[config.mk]
export PLATFORM = sky130hd
export DESIGN_NAME = regfile_wb_arbiter
export DESIGN_NICKNAME = d
export VERILOG_FILES = /design/src/rtl/regfile_wb_arbiter.sv
export SDC_FILE = /design/constraint.sdc
export NUM_CORES = 1
export LEC_CHECK = 0
export CAP_MARGIN = 25
export CORE_MARGIN = 2
export CORE_UTILIZATION = 30
export CTS_CLUSTER_DIAMETER = 120
export DETAILED_ROUTE_END_ITERATION = 7
export PLACE_DENSITY = 0.68
export SYNTH_ARGS = -nofsm -noshare
export SYNTH_HDL_FRONTEND = slang
export SYNTH_SLANG_ARGS = --single-unit
[constraint.sdc]
create_clock -name clock -period 3.62 [get_ports clock]
set_input_delay 0.724 -clock clock [delete_from_list [all_inputs] [get_ports clock]]
set_output_delay 0.724 -clock clock [all_outputs]
set_load 0.005 [all_outputs]
[src/rtl/regfile_wb_arbiter.sv]
// Round-robin writeback arbiter for the register file write port.
// Also tracks pending writes in a 32-entry scoreboard for RAW stalls.
module regfile_wb_arbiter #(
  parameter int NUM_REQ = 4,
  parameter int DATA_W  = 32,
  parameter int ADDR_W  = 5
) (
  input  logic                      clock,
  input  logic                      ctrl_reset,
  input  logic [NUM_REQ-1:0]        req_valid,
  input  logic [NUM_REQ*ADDR_W-1:0] req_reg,
  input  logic [NUM_REQ*DATA_W-1:0] req_data,
  output logic [NUM_REQ-1:0]        req_ready,
  input  logic                      rsv_valid,
  input  logic [ADDR_W-1:0]         rsv_reg,
  input  logic [ADDR_W-1:0]         chk_reg_a,
  input  logic [ADDR_W-1:0]         chk_reg_b,
  output logic                      busy_a,
  output logic                      busy_b,
  output logic [31:0]               busy_vec,
  output logic                      ctrl_writeEnable,
  output logic [ADDR_W-1:0]         ctrl_writeReg,
  output logic [DATA_W-1:0]         data_writeReg
);

  localparam int PTR_W = $clog2(NUM_REQ);

  logic [PTR_W-1:0]   last_q, last_d;
  logic [PTR_W-1:0]   gidx;
  logic               found;
  logic               fire;
  logic [NUM_REQ-1:0] grant;
  logic [ADDR_W-1:0]  sel_reg;
  logic [DATA_W-1:0]  sel_data;
  logic               we_q, we_d;
  logic [ADDR_W-1:0]  wreg_q, wreg_d;
  logic [DATA_W-1:0]  wdata_q, wdata_d;
  logic [31:0]        busy_q, busy_d;

  // Pick the first valid requester after the last winner.
  always_comb begin
    grant = '0;
    found = 1'b0;
    gidx  = '0;
    for (int k = 1; k <= NUM_REQ; k++) begin
      if (!found && req_valid[(int'(last_q) + k) % NUM_REQ]) begin
        found = 1'b1;
        gidx  = PTR_W'((int'(last_q) + k) % NUM_REQ);
        grant[(int'(last_q) + k) % NUM_REQ] = 1'b1;
      end
    end
    if (!ctrl_reset) begin
      grant = '0;
    end
  end

  assign req_ready = grant;
  assign fire      = found & ctrl_reset;
  assign sel_reg   = req_reg[int'(gidx)*ADDR_W +: ADDR_W];
  assign sel_data  = req_data[int'(gidx)*DATA_W +: DATA_W];

  // Next-state for pointer and write-port registers.
  always_comb begin
    last_d  = last_q;
    we_d    = 1'b0;
    wreg_d  = wreg_q;
    wdata_d = wdata_q;
    if (fire) begin
      last_d  = gidx;
      we_d    = (sel_reg != '0);
      wreg_d  = sel_reg;
      wdata_d = sel_data;
    end
  end

  // Scoreboard: commit clears first, then a reservation may re-set.
  always_comb begin
    busy_d = busy_q;
    if (we_q) begin
      busy_d[wreg_q] = 1'b0;
    end
    if (rsv_valid && rsv_reg != '0) begin
      busy_d[rsv_reg] = 1'b1;
    end
    busy_d[0] = 1'b0;
  end

  // State registers with synchronous active-low reset.
  always_ff @(posedge clock) begin
    if (!ctrl_reset) begin
      last_q  <= PTR_W'(NUM_REQ - 1);
      we_q    <= 1'b0;
      wreg_q  <= '0;
      wdata_q <= '0;
      busy_q  <= '0;
    end else begin
      last_q  <= last_d;
      we_q    <= we_d;
      wreg_q  <= wreg_d;
      wdata_q <= wdata_d;
      busy_q  <= busy_d;
    end
  end

  assign ctrl_writeEnable = we_q;
  assign ctrl_writeReg    = wreg_q;
  assign data_writeReg    = wdata_q;
  assign busy_vec         = busy_q;
  assign busy_a           = busy_q[chk_reg_a];
  assign busy_b           = busy_q[chk_reg_b];

endmodule

==> impl_results.md <==
* Area growth, synth to finish at 61.8%
* Worst IR Drop VDD at approximately 0.00037 V
* GR Util met1 at 0.275
* Leak Pwr at about 0.0032 uW
* Total congestion overflow after global routing at 0
* Relative contribution of the clock network to total power at 0.139
* Arrival time at the worst endpoint at roughly 2.8 ns
* Upper clock frequency limit at 282 MHz
* Initial Util at 0.308
* Number of synthesized flops with an enable pin at 0
* Post-Syn Nets at 831
* Number of setup violations in the final report at 0
* Path category of the worst min-delay check: flip-flop to flip-flop
* Max FO, Critical Path at 3
* Commonest non-fill, non-tap cell in the layout: sky130_fd_sc_hd__clkdlybuf4s50_1
* Total routing usage reported by global routing at 0.227
* Core region area at roughly 17,000 sq um
* DR iter-0 viols at ~380
* Setup slack of the worst register-to-register path at 0.52 ns
* Switch Pwr at approximately 2600 uW
* Antenna violations before repair at 0
* Mux contribution to synthesized area at 0.103
* Residual DRC at 0
* Post-synthesis share of cell area spent on and, or, nand and nor gates at 0.159
* Routed wire per std cell at 19.1 um
* Final hold violation count at 0
* Count of inserted antenna diode cells at 0
* P_int at ~3500 uW
* Grt peak-use layer: met2
* Average via count per standard cell at 5.57
* Shortest period the worst path allows at roughly 3.5 ns
* Buffers inserted during post-CTS setup optimization at 0
* Ys flop type: sky130_fd_sc_hd__dfxtp_1
* Fin crit share at 0.980
* Switching share of power at 0.427
* Setup repair after global routing missed its margin: false
* Num Clock Sinks at 71
* Final nets at between 1,000 and 1,500
* Cts-stage hold buffer count at 0
* Combinational share of power at 0.676
* Routability Congestion at approximately 0.85
* Outcome: completed
* Setup Total Neg Slack at 0 ns
* CTS Root Buffer Type: sky130_fd_sc_hd__clkbuf_16
* Seq/Total Area, Yosys at 0.267
* Worst setup timing slack at the placement stage at -0.193 ns
* Antenna violation net count after detailed routing at 0
* Total via count in the routed design at between 6,000 and 7,000
* Share of power burned in registers at 0.186
* Deepest level of the CTS H-tree at 3
* First-pass iteration count of the detailed router at 5
* Mean instance size in the synthesized netlist at a little over 8 sq um
* Required time of the critical path at a little under 3 ns
* Number of buffers added by the clock tree synthesis step at 9
* PD cells at 701 nW/um^2
* Commonest cells after routing, fill and taps aside: sky130_fd_sc_hd__clkdlybuf4s50_1, sky130_fd_sc_hd__nand2_1, sky130_fd_sc_hd__a2111oi_0
* I/O pins at 246
* Die boundary width at 137 um
* Share of final-layout standard cells stronger than drive strength 1 at 0.119
* Asr flop ratio synth at 0
* Final Non-Filler Cells at approximately 1,100
* GR Util met3 at 0.0751
* Placement-stage cell area at slightly above 8000 sq um
* Post-layout instance area at 8610 sq um
* Synthesized cell area at 5320 sq um
* Met2 global-route usage at 0.378
* Critical setup path kind: input pin to output port
* Dominant combinational cell family by area after synthesis: compound AO/OA/AOI/OAI gates
* Post-route setup slack at between 0.07 and 0.08 ns
* Post-layout util at 0.498
* Number of input and output port buffers inserted at about 240
* Half-perimeter wire length after detailed placement at around 16,000 um
* Share of the synthesized area in compound gates (AO/OA/AOI/OAI) at 0.366
* Maximum number of pins on one net before global-route repair at 72
* Later-pin clock latency in the skew report at 0.34 ns
* Clock slew seen by the registers of the worst setup and hold paths at 0.06 ns
* Final setup skew at 0.00928 ns
* Wirelength, routed at 21,400 um
* Xor and xnor area share after synthesis at 0
* Placed insts at 1,105
* Count of cell types in the netlist at between 40 and 50
* CTS tree: done
* Transition at the pin with the smallest max-transition slack at ~0.7 ns
* Final slew viol count at 0
* Global-route wire length before repair at approximately 33,000 um
* Chip Height at around 140 um
* Die Outline Area at ~19,000 sq um
* Setup crit start kind: input pin
* Vias in the first global route at roughly 6,100
* Endpoint class of the critical path: output port
* Number of warnings issued by yosys at 0
* Register bit total from synthesis at ~70
* Post-synthesis adder-cell area fraction at 0.0188
* Synthesized instance count at between 600 and 700
* Number of cell rows at 48
* Worst rel slew slack at 0.510
* # Max-Cap Violations at 0
* Max clock buf depth at 2
* Resized cells post-CTS at 11
[power by group through the flow]
stage | Combinational (uW) | Sequential [uW] | Clock, uW
2_1_floorplan | 2260 | 1120 | 0
3_3_place_gp | 3980 | 1130 | 0
3_5_place_dp | 3970 | 1130 | 0
4_1_cts | 4040 | 1120 | 860
5_1_grt | 4470 | 1140 | 897
6_report | 4080 | 1120 | 838
[cell families after synthesis]
| kind of cell | after synthesis |
|---|---|
| simple gates | 192 |
| other cells | 1 |
| fa+ha+maj | 8 |
| mux | 28 |
| flops | 71 |
| buf+inv | 111 |
| compound gates | 242 |
[path summary, 6_finish.rpt]
path / from / to / cells after the start
setup reg to reg: last_q[0]$_SDFFE_PN1P_ / ctrl_writeEnable$_SDFF_PN0_ / 9
setup / recovery: chk_reg_a[1] / busy_a / 5
hold / removal: data_writeReg[3]$_SDFFE_PN0P_ / data_writeReg[3]$_SDFFE_PN0P_ / 2
hold reg to reg: data_writeReg[3]$_SDFFE_PN0P_ / data_writeReg[3]$_SDFFE_PN0P_ / 2
[per-layer routing]
| layer | part of all wire | up-vias |
|---|---|---|
| li1 | - | 2965 |
| met1 | 0.41 | 2969 |
| met2 | 0.47 | 280 |
| met3 | 0.099 | 35 |
| met4 | 0.022 | 0 |
| met5 | 0 | - |
[area by class of cell]
type,instances,area [sq um]
clock buffer,10,229
clock inverter,6,47.5
fill,1650,8680
inverter,45,169
multi-input combinational,471,3530
sequential,71,1420
tap,225,282
timing repair buffer,293,2940
[metrics by stage]
| stage | total power [uW] | hold slack [ns] |
|---|---|---|
| global route | 6510 | 0.466 |
| detailed placement | 5110 | 0.441 |
| CTS | 6010 | 0.450 |
| global placement | 5110 | 0.436 |
| floorplan | 3380 | 0.447 |
| finish | 6030 | 0.449 |
[worst max-delay path, stage by stage]
cell and delay (ns):
sky130_fd_sc_hd__clkdlybuf4s50_1 0.55, sky130_fd_sc_hd__mux4_2 0.53, sky130_fd_sc_hd__mux4_2 0.49, sky130_fd_sc_hd__mux2_4 0.27, sky130_fd_sc_hd__dlygate4sd2_1 0.26
[Yosys cell counts, types with 3 or more instances]
master                      number  area share
sky130_fd_sc_hd__nand2_1       141       0.099
sky130_fd_sc_hd__a2111oi_0      79        0.13
sky130_fd_sc_hd__dfxtp_1        71        0.27
sky130_fd_sc_hd__clkbuf_1       49       0.035
sky130_fd_sc_hd__inv_1          45       0.032
sky130_fd_sc_hd__o21ai_0        34       0.032
sky130_fd_sc_hd__a21boi_0       32       0.045
sky130_fd_sc_hd__a21boi_1       32       0.045
sky130_fd_sc_hd__a311o_1        32       0.060
sky130_fd_sc_hd__mux4_2         21       0.089
sky130_fd_sc_hd__a221oi_1        9       0.015
sky130_fd_sc_hd__nor2_1          9      0.0063
sky130_fd_sc_hd__ha_1            8       0.019
sky130_fd_sc_hd__nor2b_1         7      0.0082
sky130_fd_sc_hd__and2_1          6      0.0071
sky130_fd_sc_hd__buf_2           6      0.0056
sky130_fd_sc_hd__nand3b_1        6      0.0085
sky130_fd_sc_hd__a22oi_1         5      0.0071
sky130_fd_sc_hd__buf_4           5      0.0071
sky130_fd_sc_hd__o31ai_1         5      0.0071
sky130_fd_sc_hd__buf_1           4      0.0028
sky130_fd_sc_hd__mux2_2          4      0.0085
sky130_fd_sc_hd__nand2b_1        4      0.0047
sky130_fd_sc_hd__nor3b_1         4      0.0056
sky130_fd_sc_hd__or3b_2          3      0.0049
[flip-flops by register name (all words and copies together) (netlist names)]
name	cells
last_q	2
ctrl_writeEnable	1
ctrl_writeReg	5
data_writeReg	32
busy_vec	31
(Power assumes the default switching activity.)
